`src/rtl/wb_pkg.sv`:
```
// Shared types for the register-bank write-back slice.
// Latency: n/a (types and constants only).
// Backpressure: n/a.
package wb_pkg;

    localparam int DATA_W = 32;
    localparam int ADDR_W = 5;

    // One buffered memory result waiting for the write port.
    typedef struct packed {
        logic [ADDR_W-1:0] rd;
        logic [DATA_W-1:0] data;
    } wb_entry_t;

    // Owner of the write port for the current cycle.
    typedef enum logic [1:0] {
        IDLE = 2'd0,
        ALU  = 2'd1,
        MEM  = 2'd2
    } wb_src_e;

endpackage

```
`src/rtl/regfile_writeback_if.sv`:
```
// Bundle of the ALU, memory, issue/query and register-bank write signals.
// Latency: n/a (wiring only).
// Backpressure: memory path via mem_valid/mem_ready; ALU and issue paths never stall.
// Ports: master drives results, issue marks and queries; slave (write-back block)
// returns mem_ready, pending hits, the bank write port and, with WB_BYPASS_EN,
// the forwarding outputs.
interface regfile_writeback_if #(
    parameter int DATA_W = wb_pkg::DATA_W,
    parameter int ADDR_W = wb_pkg::ADDR_W
);
    logic              alu_valid;
    logic [ADDR_W-1:0] alu_rd;
    logic [DATA_W-1:0] alu_data;
    logic              mem_valid;
    logic              mem_ready;
    logic [ADDR_W-1:0] mem_rd;
    logic [DATA_W-1:0] mem_data;
    logic              iss_valid;
    logic [ADDR_W-1:0] iss_rd;
    logic [ADDR_W-1:0] pend_query_1;
    logic [ADDR_W-1:0] pend_query_2;
    logic              pend_hit_1;
    logic              pend_hit_2;
    logic              reg_write;
    logic [ADDR_W-1:0] write_register;
    logic [DATA_W-1:0] write_data;
`ifdef WB_BYPASS_EN
    logic              fwd_valid_1;
    logic              fwd_valid_2;
    logic [DATA_W-1:0] fwd_data_1;
    logic [DATA_W-1:0] fwd_data_2;

    modport master (
        output alu_valid, alu_rd, alu_data, mem_valid, mem_rd, mem_data,
        output iss_valid, iss_rd, pend_query_1, pend_query_2,
        input  mem_ready, pend_hit_1, pend_hit_2, reg_write, write_register, write_data,
        input  fwd_valid_1, fwd_valid_2, fwd_data_1, fwd_data_2
    );
    modport slave (
        input  alu_valid, alu_rd, alu_data, mem_valid, mem_rd, mem_data,
        input  iss_valid, iss_rd, pend_query_1, pend_query_2,
        output mem_ready, pend_hit_1, pend_hit_2, reg_write, write_register, write_data,
        output fwd_valid_1, fwd_valid_2, fwd_data_1, fwd_data_2
    );
`else
    modport master (
        output alu_valid, alu_rd, alu_data, mem_valid, mem_rd, mem_data,
        output iss_valid, iss_rd, pend_query_1, pend_query_2,
        input  mem_ready, pend_hit_1, pend_hit_2, reg_write, write_register, write_data
    );
    modport slave (
        input  alu_valid, alu_rd, alu_data, mem_valid, mem_rd, mem_data,
        input  iss_valid, iss_rd, pend_query_1, pend_query_2,
        output mem_ready, pend_hit_1, pend_hit_2, reg_write, write_register, write_data
    );
`endif
endinterface

```
`src/rtl/wb_fifo.sv`:
```
// Circular FIFO of pending memory write-back entries.
// Latency: a push is visible at head the cycle after it is written.
// Backpressure: full is taken from registered occupancy; a push while full is ignored.
// Ports: push/push_entry write, pop or drop (pop without use) advance the head,
// full/empty/head report state.
module wb_fifo
    import wb_pkg::*;
#(
    parameter int DEPTH = 4
) (
    input  logic      clk,
    input  logic      rst_n,
    input  logic      push,
    input  wb_entry_t push_entry,
    input  logic      pop,
    input  logic      drop,
    output logic      full,
    output logic      empty,
    output wb_entry_t head
);

    localparam int PTR_W = $clog2(DEPTH);
    localparam int CNT_W = PTR_W + 1;

    wb_entry_t        slots [DEPTH];
    logic [PTR_W-1:0] rd_ptr;
    logic [PTR_W-1:0] wr_ptr;
    logic [CNT_W-1:0] count;
    logic             do_push;
    logic             do_pop;

    assign full    = (count == CNT_W'(DEPTH));
    assign empty   = (count == '0);
    assign do_push = push && !full;
    assign do_pop  = (pop || drop) && !empty;
    assign head    = slots[rd_ptr];

    // Storage carries no reset: stale slots are unreachable once the pointers clear.
    always_ff @(posedge clk) begin
        if (do_push) begin
            slots[wr_ptr] <= push_entry;
        end
    end

    // DEPTH is a power of two, so the pointers wrap by natural overflow.
    always_ff @(posedge clk or negedge rst_n) begin
        if (!rst_n) begin
            rd_ptr <= '0;
            wr_ptr <= '0;
            count  <= '0;
        end else begin
            if (do_push) begin
                wr_ptr <= wr_ptr + PTR_W'(1);
            end
            if (do_pop) begin
                rd_ptr <= rd_ptr + PTR_W'(1);
            end
            case ({do_push, do_pop})
                2'b10:   count <= count + CNT_W'(1);
                2'b01:   count <= count - CNT_W'(1);
                default: count <= count;
            endcase
        end
    end

endmodule

```
`src/rtl/regfile_writeback.sv`:
```
// Arbitrates ALU and buffered memory results onto the single register-bank write port and tracks pending destinations.
// Latency: ALU result -> bank write 1 cycle; memory result -> bank write 2 cycles when the port is free.
// Backpressure: ALU path never stalls (fixed priority); memory path held off by mem_ready when the FIFO is full.
// Ports: clk, rst_n (async active-low), bus (slave modport). Defining WB_BYPASS_EN adds
// fwd_valid_1/2 and fwd_data_1/2 covering the bank's same-cycle write/read window.
module regfile_writeback #(
    parameter int DATA_W = wb_pkg::DATA_W,
    parameter int ADDR_W = wb_pkg::ADDR_W,
    parameter int DEPTH  = 4
) (
    input  logic                 clk,
    input  logic                 rst_n,
    regfile_writeback_if.slave   bus
);
    import wb_pkg::*;

    localparam int NREG = 1 << ADDR_W;

    wb_entry_t         head;
    wb_entry_t         push_entry;
    logic              fifo_full;
    logic              fifo_empty;
    logic              mem_push;
    logic              mem_pop;
    logic              head_drop;
    wb_src_e           src;
    logic [ADDR_W-1:0] win_rd;
    logic [DATA_W-1:0] win_data;
    logic [NREG-1:0]   pending;
    logic [NREG-1:0]   pending_nxt;
    logic              reg_write_q;
    logic [ADDR_W-1:0] write_register_q;
    logic [DATA_W-1:0] write_data_q;

    // mem_ready is registered occupancy only: a same-cycle pop never frees a full FIFO.
    assign bus.mem_ready = !fifo_full;
    assign mem_push      = bus.mem_valid && !fifo_full;
    assign push_entry    = '{rd: bus.mem_rd, data: bus.mem_data};

    wb_fifo #(.DEPTH(DEPTH)) u_fifo (
        .clk        (clk),
        .rst_n      (rst_n),
        .push       (mem_push),
        .push_entry (push_entry),
        .pop        (mem_pop),
        .drop       (head_drop),
        .full       (fifo_full),
        .empty      (fifo_empty),
        .head       (head)
    );

    // Fixed-priority grant. A queued result aimed at the same register the ALU is
    // writing now is already stale, so it is discarded instead of written later.
    always_comb begin
        src       = IDLE;
        win_rd    = '0;
        win_data  = '0;
        mem_pop   = 1'b0;
        head_drop = 1'b0;
        if (bus.alu_valid) begin
            src       = ALU;
            win_rd    = bus.alu_rd;
            win_data  = bus.alu_data;
            head_drop = !fifo_empty && (head.rd == bus.alu_rd) && (bus.alu_rd != '0);
        end else if (!fifo_empty) begin
            src      = MEM;
            win_rd   = head.rd;
            win_data = head.data;
            mem_pop  = 1'b1;
        end
    end

    // Clear first, then set, so a re-issue to a retiring register stays pending.
    always_comb begin
        pending_nxt = pending;
        if (mem_pop || head_drop) begin
            pending_nxt[head.rd] = 1'b0;
        end
        if (bus.iss_valid && (bus.iss_rd != '0)) begin
            pending_nxt[bus.iss_rd] = 1'b1;
        end
    end

    // Grants to register 0 still consume the slot but never raise the write enable.
    always_ff @(posedge clk or negedge rst_n) begin
        if (!rst_n) begin
            pending          <= '0;
            reg_write_q      <= 1'b0;
            write_register_q <= '0;
            write_data_q     <= '0;
        end else begin
            pending     <= pending_nxt;
            reg_write_q <= (src != IDLE) && (win_rd != '0);
            if (src != IDLE) begin
                write_register_q <= win_rd;
                write_data_q     <= win_data;
            end
        end
    end

    assign bus.reg_write      = reg_write_q;
    assign bus.write_register = write_register_q;
    assign bus.write_data     = write_data_q;

    assign bus.pend_hit_1 = (bus.pend_query_1 != '0) && pending[bus.pend_query_1];
    assign bus.pend_hit_2 = (bus.pend_query_2 != '0) && pending[bus.pend_query_2];

`ifdef WB_BYPASS_EN
    assign bus.fwd_valid_1 = reg_write_q && (write_register_q == bus.pend_query_1)
                             && (bus.pend_query_1 != '0);
    assign bus.fwd_valid_2 = reg_write_q && (write_register_q == bus.pend_query_2)
                             && (bus.pend_query_2 != '0);
    assign bus.fwd_data_1  = write_data_q;
    assign bus.fwd_data_2  = write_data_q;
`endif

endmodule

```
`src/flat_wrapper.sv`:
```
// flat-port wrapper written by rule: the top's interface ports become plain ports
module regfile_writeback_flat import wb_pkg::*;
#(
    parameter int DATA_W = wb_pkg::DATA_W,
    parameter int ADDR_W = wb_pkg::ADDR_W,
    parameter int DEPTH  = 4
)
  (clk, rst_n, bus_alu_valid, bus_alu_rd, bus_alu_data, bus_mem_valid, bus_mem_rd, bus_mem_data, bus_iss_valid, bus_iss_rd, bus_pend_query_1, bus_pend_query_2, bus_mem_ready, bus_pend_hit_1, bus_pend_hit_2, bus_reg_write, bus_write_register, bus_write_data);
  regfile_writeback_if #(.DATA_W(DATA_W), .ADDR_W(ADDR_W)) bus_i ();
  input  logic clk;
  input  logic rst_n;
  input wire logic [$bits(bus_i.alu_valid)-1:0] bus_alu_valid;
  input wire logic [$bits(bus_i.alu_rd)-1:0] bus_alu_rd;
  input wire logic [$bits(bus_i.alu_data)-1:0] bus_alu_data;
  input wire logic [$bits(bus_i.mem_valid)-1:0] bus_mem_valid;
  input wire logic [$bits(bus_i.mem_rd)-1:0] bus_mem_rd;
  input wire logic [$bits(bus_i.mem_data)-1:0] bus_mem_data;
  input wire logic [$bits(bus_i.iss_valid)-1:0] bus_iss_valid;
  input wire logic [$bits(bus_i.iss_rd)-1:0] bus_iss_rd;
  input wire logic [$bits(bus_i.pend_query_1)-1:0] bus_pend_query_1;
  input wire logic [$bits(bus_i.pend_query_2)-1:0] bus_pend_query_2;
  output wire logic [$bits(bus_i.mem_ready)-1:0] bus_mem_ready;
  output wire logic [$bits(bus_i.pend_hit_1)-1:0] bus_pend_hit_1;
  output wire logic [$bits(bus_i.pend_hit_2)-1:0] bus_pend_hit_2;
  output wire logic [$bits(bus_i.reg_write)-1:0] bus_reg_write;
  output wire logic [$bits(bus_i.write_register)-1:0] bus_write_register;
  output wire logic [$bits(bus_i.write_data)-1:0] bus_write_data;
  assign bus_i.alu_valid = bus_alu_valid;
  assign bus_i.alu_rd = bus_alu_rd;
  assign bus_i.alu_data = bus_alu_data;
  assign bus_i.mem_valid = bus_mem_valid;
  assign bus_i.mem_rd = bus_mem_rd;
  assign bus_i.mem_data = bus_mem_data;
  assign bus_i.iss_valid = bus_iss_valid;
  assign bus_i.iss_rd = bus_iss_rd;
  assign bus_i.pend_query_1 = bus_pend_query_1;
  assign bus_i.pend_query_2 = bus_pend_query_2;
  assign bus_mem_ready = bus_i.mem_ready;
  assign bus_pend_hit_1 = bus_i.pend_hit_1;
  assign bus_pend_hit_2 = bus_i.pend_hit_2;
  assign bus_reg_write = bus_i.reg_write;
  assign bus_write_register = bus_i.write_register;
  assign bus_write_data = bus_i.write_data;
  regfile_writeback #(.DATA_W(DATA_W), .ADDR_W(ADDR_W), .DEPTH(DEPTH)) u_core (.clk(clk), .rst_n(rst_n), .bus(bus_i));
endmodule
```
`config.mk`:
```
export PLATFORM = sky130hd
export DESIGN_NAME = regfile_writeback_flat
export DESIGN_NICKNAME = d
export VERILOG_FILES = /design/src/rtl/wb_pkg.sv /design/src/rtl/regfile_writeback_if.sv /design/src/rtl/wb_fifo.sv /design/src/rtl/regfile_writeback.sv /design/src/flat_wrapper.sv
export SDC_FILE = /design/constraint.sdc
export NUM_CORES = 1
export LEC_CHECK = 0
export ABC_AREA = 0
export CORE_MARGIN = 2
export CORE_UTILIZATION = 55
export DETAILED_ROUTE_END_ITERATION = 12
export PLACE_DENSITY = 0.88
export SLEW_MARGIN = 40
export SYNTH_ARGS = -nofsm -noshare
export SYNTH_HDL_FRONTEND = slang
export SYNTH_SLANG_ARGS = --single-unit
export TNS_END_PERCENT = 10
```
`constraint.sdc`:
```
create_clock -name clk -period 4.8 [get_ports clk]
set_input_delay 0.72 -clock clk [delete_from_list [all_inputs] [get_ports clk]]
set_output_delay 0.72 -clock clk [all_outputs]
set_load 0.02 [all_outputs]
```
* Word level (Yosys, flattened, before mapping) *
Memories as Yosys holds them, arrays and structs flattened.
Cells that the tools add are included.

storage, ports and cells
  output and inout port bits = 41
  register bits after elaboration = 77
  input bits = 94
  word-level logic and storage cells = 69
  bits in writable memories = 148
  memories kept = 1

memories
  name                 depth  bits a word  read ports  clocked after memory_dff  wr ports  line           source
  u_core.u_fifo.slots  4      37           1           0                         1         wb_fifo.sv:25  wb_entry_t slots [DEPTH];

operators by class
  muxes and demuxes = 22
  add/sub/neg operators = 4
  bitwise gates (word level) = 3
  reductions and logical operators = 22
  order comparisons = 6
  equality and inequality tests = 4

operators by type and width
  operator                                                                             number
  32-bit two-way mux                                                                   4
  32-bit bitwise AND                                                                   1
  32-bit inverter                                                                      1
  32-bit bitwise OR                                                                    1
  5-bit nonzero test                                                                   5
  5-bit by 6-bit less-than comparator with 1-bit output, second input constant         4
  1-bit logical AND                                                                    11
  1-bit binary-select mux with 5-bit select                                            2
  1-bit demux with 5-bit select                                                        2
  5-bit by 1-bit greater-or-equal comparator with 1-bit output, second input constant  2
  5-bit two-way mux                                                                    2
  1-bit two-way mux                                                                    9
  3-bit case mux with 2 select lines                                                   1
  5-bit == test                                                                        1
  2-bit by 1-bit adder with 2-bit output, second input constant                        2
  2-bit two-way mux                                                                    2
  2-bit nonzero test                                                                   2
  3-bit by 1-bit adder with 3-bit output, second input constant                        1
  3-bit == test, second input constant                                                 1
  3-bit zero test                                                                      1
  3-bit by 1-bit subtractor with 3-bit output, second input constant                   1
  2-bit by 1-bit == test with 1-bit output, second input constant                      1
  2-bit == test, second input constant                                                 1
  1-bit zero test                                                                      2
  1-bit logical OR                                                                     1

* Logic depth before layout (Yosys ltp) *
An unclocked memory read counts as a cell.

  word-level depth = 10
  depth in mapped cells = 12
  mapped depth without buffers = 10

* Modules after synthesis *
Synthesis repeated with hierarchy kept, for this count alone.

unflattened totals
  cells, all modules = 684
  area, all modules = 10039.6 um^2

modules (own cells, without submodules)
  module             instances  cells an instance  area an instance (um^2)
  wb_fifo            1          230                5756.8
  regfile_writeback  1          454                4282.9

* Worst setup path after synthesis *
OpenSTA, ideal clock, no wires.

  kind = input-to-output
  start = input bus_pend_query_1[0]
  end = output bus_pend_hit_1
  stages = 4
  setup slack = 1.837 ns
  buffers on the path = 1
  data arrival time = 2.243 ns
  cells stage by stage = buf_2 > mux4_2 > mux4_2 > mux2_2

between the ends
  cells in the longest elaborated chain, start to end = 3
  elaborated cells between the ends (all ways) = 4
  those cells by class = 2 x mux; 2 x reduce/logical

RTL lines
  element                                    line                      source
  start, declared                            flat_wrapper.sv:20        input wire logic [$bits(bus_i.pend_query_1)-1:0] bus_pend_query_1;
  1-bit binary-select mux with 5-bit select  regfile_writeback.sv:105  assign bus.pend_hit_1 = (bus.pend_query_1 != '0) && pending[bus.pend_query_1];
  1-bit two-way mux (implied by the code)    regfile_writeback.sv:105
  1-bit logical AND (*)                      regfile_writeback.sv:105
  end, declared                              flat_wrapper.sv:23        output wire logic [$bits(bus_i.pend_hit_1)-1:0] bus_pend_hit_1;

Every way passes the cells marked *; elsewhere a longest branch is shown, timed or not. The select of a mux whose other input is x is not followed.

* Worst setup path after layout *
  start = input bus_pend_query_2[0]
  end = output bus_pend_hit_2

between the ends
  cells in the longest elaborated chain, start to end = 3
  elaborated cells between the ends (all ways) = 4
  those cells by class = 2 x mux; 2 x reduce/logical

RTL lines
  element                                    line                      source
  start, declared                            flat_wrapper.sv:21        input wire logic [$bits(bus_i.pend_query_2)-1:0] bus_pend_query_2;
  1-bit binary-select mux with 5-bit select  regfile_writeback.sv:106  assign bus.pend_hit_2 = (bus.pend_query_2 != '0) && pending[bus.pend_query_2];
  1-bit two-way mux (implied by the code)    regfile_writeback.sv:106
  1-bit logical AND (*)                      regfile_writeback.sv:106
  end, declared                              flat_wrapper.sv:24        output wire logic [$bits(bus_i.pend_hit_2)-1:0] bus_pend_hit_2;

Marked as above.

==> results.md <==
GRT:
- The initial antenna violation count is 0.
- Entering global routing, the biggest net connects 78 pins.
- The number of global-route vias before repair came to 6534.
- The global-route wire length before repair is 35890 microns.
- For this run, the total global-route usage over all layers was measured as 0.2588.
- The total overflow reported by the global router is 0.

Flow run:
- Across the run, the number of max-cap violations was 0.

Floorplanning:
- The effective utilization at floorplan is 0.5606.
- The die is 136.3 microns tall.
- The overall die area is 18580 sq um.
- For this design the top-level I/O count stands at 135.
- The horizontal die dimension is 136.3 microns.
- After floorplanning, the core was sized to cover 17180 sq um.
- The standard-cell row count is 48.

Timing:
- The final count of pins violating max slew was 0.
- The clock arrives with 8.537 ps of skew.
- The number of failing setup endpoints in the final timing report is 0.
- The post-route clock period utilization is 0.8600.
- The final count of hold timing violations is 0.
- The highest achievable clock rate is 0.2423 GHz.
- The relative max-transition margin is 0.5097.
- The slew of the pin with the lowest slew margin is 735.5 ps.
- Setup repair after global routing left no endpoint under its margin.
- The final sum of negative setup slack is 0 ps.
- The worst path in the final design needs a cycle of 4128 ps, including I/O delays and setup.

Cells and area:
- The share of cells above drive strength 1 is 0.1645.
- The final cell utilization of the core is 0.6954.
- The most common library cell in the layout ignoring fill and taps is edfxtp_1.
- The finished layout cell area is 11940 sq um.
- The final layout net count is 867.
- The filler cells instantiated in the layout total 1129.
- Summing all flip-flop and latch instances after layout gives 6351 sq um.
- The number of antenna diodes in the final layout is 0.
- From synthesis to final layout, the design area changed by 24.04%.
- Leaving out fill and tap cells, the most frequent cells in the layout are 148 x edfxtp_1, 132 x clkdlybuf4s50_1, 74 x dfrtp_1.
- Summing all multi-input logic gate instances after layout gives 3119 sq um.

Routing:
- Once detail routing completed, the nets flagged for antenna violations numbered 0.
- The count of vias placed by the detailed router is 6198.
- After detailed routing, the number of remaining DRC violations is 0.
- The detailed-router iteration count before antenna repair is 5.
- The number of DRC markers in iteration 0 is 548.
- Summed over all layers, the routed wires come to 23100 microns.
- The routed via count divided by cell count is 6.143.
- The wire length per cell after detailed routing is 22.89 microns.

Logic synthesis:
- The post-synthesis area per instance is 15.19 sq um.
- The Yosys step of the flow raised 0 warnings.
- The flop and latch count out of synthesis is 224.
- The biggest area contributor in the post-synthesis netlist is edfxtp_1.
- The proportion of register bits with asynchronous set or reset after synthesis is 0.3393.
- In the post-synthesis netlist, the biggest area contributors are edfxtp_1 46%, dfrtp_1 20%, mux4_2 13%.
- The share of the yosys chip area belonging to registers is 0.6590.
- The number of different library cells in the post-synthesis netlist is 36.
- Among all flip-flop cells after synthesis, the most frequent one is edfxtp_1.
- After technology mapping, the gate count stands at 634.
- Summing every instance area after synthesis gives 9629 sq um.
- The number of enable-type register cells in the synthesized netlist is 148.
- The area share of the leading cell type in the synthesized netlist is 0.4615.
- The net count of the mapped netlist is 734.

Power:
- Across the VDD grid, the largest voltage drop is 404.6 uV.
- The relative contribution of combinational cells to total power is 0.332.
- The clock share of power is 0.253.
- The fraction of power spent switching nets is 0.3350.
- The net switching power is 2.447 mW.
- The share of total power in sequential cells is 0.415.
- For this design the static power due to leakage is 4.436 nW.
- The internal power of the cells totals 4.856 mW.
- The power density over the cells is 611.4 nW/um^2.

Critical path:
- The startpoint kind of the worst setup timing path is an input pin.
- The critical path goes through clkdlybuf4s50_1 -> mux4_2 -> mux4_2 -> mux2_2 -> clkdlybuf4s50_1.
- For this run, the slowest stage of the critical path takes 820 ps.
- At the worst endpoint, the required time is 4080 ps.
- The data arrival time at the worst-slack endpoint is 3410 ps.
- By startpoint and endpoint, the worst setup path is classified as input pin to output pin.
- The worst-path maximum fanout is 9.
- The critical-path cell with the highest stage delay is clkdlybuf4s50_1.
- Together, buffers and inverters on the worst path number 2.
- STA classifies the critical path endpoint as an output pin.
- The critical path's top delay family is buffers and inverters.

Clock network:
- After clock tree synthesis, the flow added hold-fix buffers numbering 0.
- Counting the buffers created by CTS gives 23.
- The latest clock arrival within the worst-skew pair is 520 ps.
- The clock tree from TritonCTS is done.
- Once the clock tree was built, the resizer swapped 0 gates to a different size.
- The number of clock sinks is 224.
- The count of H-tree levels built during CTS is 1.
- Clock tree synthesis selected as its root buffer the cell clkbuf_16.
- After clock tree synthesis, the clock-pin slew on the worst setup and hold paths is 60 ps.
- The number of setup buffers added after CTS is 0.
- The maximum buffer depth of the clock tree is 3.

Placement:
- The half-perimeter wire length after placement is 14180 microns.
- The number of buffers inserted by port buffering is 134.
- In this run the cell area measured after placement is 11150 sq um.
- At the end of routability-driven placement, the weighted congestion stood at 0.8760.

Hold path:
- The min-delay analysis places its worst path in the category input pin to async pin.

Outcome:
- The run finished with clean final reports.
==> logic make-up after synthesis <==
kind of cell	share of synthesized area
multiplexers	0.1718
AND/OR/NAND/NOR	0.08472
buffers and inverters	0.01923
flip-flops	0.6590
XOR/XNOR	0.01143
adder cells (fa/ha/maj)	0.008576
AO/OA/AOI/OAI	0.04522
==> flip-flops by register name, indices dropped and copies added (netlist names) <==
register / cells
u_core.u_fifo.rd_ptr: 2
u_core.bus.write_data: 32
u_core.u_fifo.count: 3
u_core.bus.write_register: 5
u_core.pending: 31
u_core.u_fifo.wr_ptr: 2
u_core.u_fifo.slots: 148
u_core.bus.reg_write: 1
==> stage by stage <==
stage | setup slack (ps) | power (mW) | std cells | hold WS [ps]
after floorplan | 1837 | 4.561 | 634 | 424.4
after global placement | 711.1 | 5.304 | 967 | 494.8
after detailed placement | 637.3 | 5.429 | 967 | 513.0
after CTS | 627.3 | 7.334 | 1009 | 267.1
after global routing | 536.1 | 7.621 | 1009 | 304.3
final | 672.2 | 7.303 | 1009 | 242.6
==> per-layer routing <==
| layer | track usage | wire [microns] |
|---|---|---|
| met5 | 0 | 0 |
| met4 | 0.09201 | 846 |
| met1 | 0.3216 | 8704 |
| met2 | 0.4506 | 11680 |
| met3 | 0.05556 | 1867 |
==> final cells by class <==
type                            instances  share of cell area
Clock inverter                         18             0.01687
Sequential cell                       224              0.5317
Inverter                                9            0.002828
Clock buffer                           24             0.04934
Multi-Input combinational cell        371              0.2612
Tap cell                              225             0.02357
Timing Repair Buffer                  138              0.1145
==> worst register-to-register path, cell delays in order, from the launching register on <==
cell,delay (ps)
dfrtp_2,770
mux4_2,730
xnor2_2,210
nand4_2,150
o22ai_4,160
ha_1,230
inv_1,70
fa_1,380
xor2_1,150
nor2_1,120
xor2_1,160
==> cells in the mapped netlist, drive strengths merged (5+ instances only) <==
cell type and number:
nand2 52, nand3b 7, edfxtp 148, nor3 33
o21ai 42, xnor2 7, ha 5, nor2 69
inv 9, mux4 55, a21oi 31, clkbuf 16
mux2i 37, dfrtp 76, buf 14
==> power by group through the flow <==
stage	logic, mW	registers (mW)	clock network [mW]
2_1_floorplan	1.59	2.97	0
3_3_place_gp	2.30	3.00	0
3_5_place_dp	2.38	3.04	0
4_1_cts	2.44	3.03	1.87
5_1_grt	2.61	3.08	1.93
6_report	2.42	3.03	1.85
==> path summary, 6_finish.rpt <==
path	start	end	slack (ps)	cells after the start
worst max-delay path	bus_pend_query_2[0]	bus_pend_hit_2	670	5
worst min-delay path	rst_n	u_core.pending[1]	240	1
worst max register to register	u_core.u_fifo.rd_ptr[0]	u_core.u_fifo.count[2]	1590	10
worst min register to register	u_core.u_fifo.count[0]	u_core.u_fifo.count[0]	540	1
max in group asynchronous	rst_n	u_core.u_fifo.rd_ptr[1]	4020	1
min in group clk	u_core.u_fifo.count[0]	u_core.u_fifo.count[0]	540	1
Power figures use the tool's default switching activity.
==> RTL change 1: new RTL, config.mk and constraints unchanged <==
Take the reset off `pending` and load it in a clocked block of its own.
--- a/src/rtl/regfile_writeback.sv
+++ b/src/rtl/regfile_writeback.sv
@@ -84,18 +84,20 @@
     // Grants to register 0 still consume the slot but never raise the write enable.
     always_ff @(posedge clk or negedge rst_n) begin
         if (!rst_n) begin
-            pending          <= '0;
             reg_write_q      <= 1'b0;
             write_register_q <= '0;
             write_data_q     <= '0;
         end else begin
-            pending     <= pending_nxt;
             reg_write_q <= (src != IDLE) && (win_rd != '0);
             if (src != IDLE) begin
                 write_register_q <= win_rd;
                 write_data_q     <= win_data;
             end
         end
+    end
+
+    always_ff @(posedge clk) begin
+        pending <= pending_nxt;
     end
 
     assign bus.reg_write      = reg_write_q;
Behaviour: not the same (Yosys sat finds a counterexample within 4 cycles, from zero or initial values and one cycle with rst_n low).
==> RTL change 1 against the original RTL <==
Routed wire length decreased by 3.1%; sequential cell count stayed put; cell area is 1.6% lower; critical path depth did not move; setup slack worse by 0.012 ns; clock skew grew 0.0022 ns; area after synthesis shrank 1.6%; power shrank 0.55%; largest cell class unchanged; largest power group unchanged.
==> RTL change 1: results (changes against the original RTL) <==
• **largest cells by area after synthesis** edfxtp_1 (47%), mux4_2 (13%), dfrtp_1 (12%), dfxtp_1 (6.6%), mux2i_1 (3.9%)
• **timing endpoint of the critical path** bus_pend_hit_1
• **met3 track demand over resource in global routing** 5.16%, -0.39 points
• **fraction of the yosys area taken by sequential cells** 65.3%, -0.56 points
• **top layer reached by signal wires** met5
• **run status** finished, final reports clean
• **routed via count** 6117, -1.3%
• **top cells by count, synth** edfxtp_1 (148), nor2_1 (69), mux4_2 (55)
• **clock skew after layout** 0.0108 ns, +0.00223 ns
• **instance area after placement** 11000 µm², -1.5%
• **routed wl met3** 1.92 mm, +2.7%
• **number of global-route vias before repair** 6474, -0.92%
• **final standard cell count with taps included and fillers excluded** 1003, -0.59%
• **final wirelength** 22.4 mm, -3.1%
• **peak supply drop** 0.387 mV, -4.3%
• **worst slew slack as a fraction of its limit** 51.8%, +0.80 points
• **maximum buffer depth of the clock tree** 3, unchanged
• **number of setup buffers added after CTS** 0, unchanged
• **met1 usage** 32.0%, -0.20 points
• **CP max stage delay** 0.83 ns
• **final RePlAce weighted congestion** 0.998, +14%
• **TritonCTS Buffers** 23, unchanged
• **Post-Route M1 WL** 8.53 mm, -2.0%
• **setup slack of the worst register-to-register path** 1.45 ns, -0.14 ns
• **launch instance of the worst register-to-register path** u_core.u_fifo.rd_ptr[0]
• **CP Data Arrival Time** 3.42 ns, about the same
• **setup ws final** 0.660 ns, -0.0124 ns
• **category of cells accounting for the largest share of critical-path delay** buffers and inverters
• **worst-case hold slack** 0.234 ns, -0.00812 ns
• **number of distinct library cells after synthesis** 37, +2.8%
• **placed cell count** 962, -0.52%
• **number of levels in the clock H-tree** 1, unchanged
• **fraction of layout instances using a drive strength above 1** 16.0%, -0.49 points
• **antenna violations before repair** 1, +1
• **Synth Flop Type** edfxtp_1
• **Leakage** 4.30 nW, -3.1%
• **Synth async-reset ratio** 20.1%, -14 points
• **filler instances** 1069, -5.3%
• **Met2 Routed Length** 11.3 mm, -3.5%
• **Iteration-0 DRC Markers** 663, +21%
• **HPWL Detailed** 14.4 mm, +1.4%
• **pin count of the biggest net entering global routing** 78, unchanged
• **met2 track demand over resource in global routing** 44.0%, -1.0 points
• **synthesized area per cell** 14.9 µm², -1.6%
• **antenna diode count** 0, unchanged
• **pre-CTS WS** 0.649 ns, +0.0114 ns
• **EDFF count, synth** 148, unchanged
• **Total GRT Usage** 25.2%, -0.66 points
• **Critical Path Start** bus_pend_query_1[0]
• **first-pass GRT wire length** 35.2 mm, -1.9%
[RTL change 1: changes by cell type after synthesis, sizes merged]
cell,delta
dfrtp,-31
dfxtp,+31
[RTL change 1: kinds of logic after synthesis]
logic type	share of synthesized area [%]
xor gates and xnor gates	1.16
and+or+nand+nor	8.61
buffers and inverters	1.95
adders and majority gates	0.872
AOI/OAI and AO/OA	4.60
muxes	17.5
DFF	65.3
[RTL change 1: final cells by class]
type	instances	share of cell area [%]
inverters	9	0.287
clock buffers	28	5.23
repair buffers	138	11.6
well taps	220	2.34
multi-input cells	371	26.5
clock inverters	13	1.32
flip-flops and latches	224	52.7
[RTL change 1: report_power, final]
part | total (W) | internal [W] | switching (W)
registers | 0.00304 | 0.00262 | 0.000416
clock network | 0.00181 | 0.00108 | 0.000734
logic | 0.00241 | 0.00116 | 0.00125
==> RTL change 2: new RTL, config.mk and constraints unchanged <==
Made on the original files. The package constant `ADDR_W` goes from 5 to 6.
--- a/src/rtl/wb_pkg.sv
+++ b/src/rtl/wb_pkg.sv
@@ -4,7 +4,7 @@
 package wb_pkg;
 
     localparam int DATA_W = 32;
-    localparam int ADDR_W = 5;
+    localparam int ADDR_W = 6;
 
     // One buffered memory result waiting for the write port.
     typedef struct packed {
Ports: changed (6 resized); port bits go from 135 to 141. The function was not compared with the original's and may differ.
==> RTL change 2 against the original RTL <==
Register-to-register slack worse by 0.41 ns; critical path depth is 1 higher; sequential cell count is 38 higher; cell area is 22% higher; setup slack better by 0.019 ns; first-iteration DRC count is 41% higher; power is 7.9% higher; non-clock buffer count is 12 higher; routed wire length is 33% higher; combinational power is 11% higher; area after synthesis is 24% higher; global-route usage is 1.5 points higher; critical path type unchanged; critical endpoint unchanged.
==> RTL change 2: results (changes against the original RTL) <==
• **run status** finished, final reports clean
• **fraction of layout instances using a drive strength above 1** 15.3%, -1.1 points
• **pin count of the biggest net entering global routing** 80, +2.6%
• **Seq cells** 262, +17%
• **slew at the pin with the worst max-slew slack** 0.791 ns, +0.0554 ns
• **antenna violations before repair** 1, +1
• **clock network share of area** 5.94%, -0.68 points
• **final-layout non-clock buffer area share** 10.1%, -1.3 points
• **met1 usage** 35.0%, +2.8 points
• **CP Data Arrival Time** 3.39 ns, -0.02 ns
• **Iteration-0 DRC Markers** 774, +41%
• **final RePlAce weighted congestion** 0.962, +9.8%
• **top cells by count, synth** edfxtp_1 (152), nand2_1 (121), dfrtp_1 (110)
• **Worst Path Max Fanout** 16, +7
• **area share of xor/xnor cells in the synthesized design** 0.658%, -0.49 points
• **Synth async-reset ratio** 42.0%, +8.1 points
• **Internal Power** 0.00524 W, +7.9%
• **max FFs per register** 152, +2.7%
• **Critical Path Start** bus_pend_query_2[1]
• **drt pass-1 iters** 6, +1
• **filler instances** 1467, +30%
• **Post-Route M1 WL** 11.5 mm, +32%
• **met2 track demand over resource in global routing** 44.8%, -0.31 points
• **Met2 Routed Length** 14.8 mm, +27%
• **portion of netlist area occupied by mux cells** 18.4%, +1.2 points
• **area fraction in compound gates after synthesis** 8.98%, +4.5 points
• **inverter count of the layout excluding clock inverters** 7, -2
• **first-pass GRT wire length** 46.9 mm, +31%
• **cell count of the worst reg-to-reg path** 12, +2
• **TritonCTS Buffers** 26, +13%
• **routed vias/inst** 6.37, +3.7%
• **fraction of standard cell area in multi-input logic** 31.0%, +4.8 points
• **EDFF count, synth** 152, +2.7%
-- RTL change 2: changes by cell type in the layout (fill, tap and decap cells not counted), sizes merged, moves of 12 or more --
cell,unedited run,this run
clkbuf,24,36
nor3,33,4
dfrtp,76,110
mux4,55,75
a31o,0,24
nand2,52,121
o21ai,42,106
nor2,69,47
-- RTL change 2: per-stage QoR --
stage / utilization, % / cells / total power, W / cell area [µm²] / hold WS, ns
after floorplan: - / 866 / 0.00489 / 12000 / 0.424
after global placement: 64.2 / 1246 / 0.00572 / 13600 / 0.505
after detailed placement: 64.3 / 1246 / 0.00583 / 13600 / 0.509
after CTS: 68.3 / 1294 / 0.00788 / 14500 / 0.270
after global routing: 68.4 / 1295 / 0.00824 / 14500 / 0.291
final: 68.4 / 1295 / 0.00788 / 14500 / 0.251
-- RTL change 2: worst max-delay path: stages --
cell and delay (ns):
clkdlybuf4s50_1 0.94, mux4_2 0.41, mux4_2 0.49, a22oi_1 0.20, nand3_1 0.09, clkdlybuf4s50_1 0.54
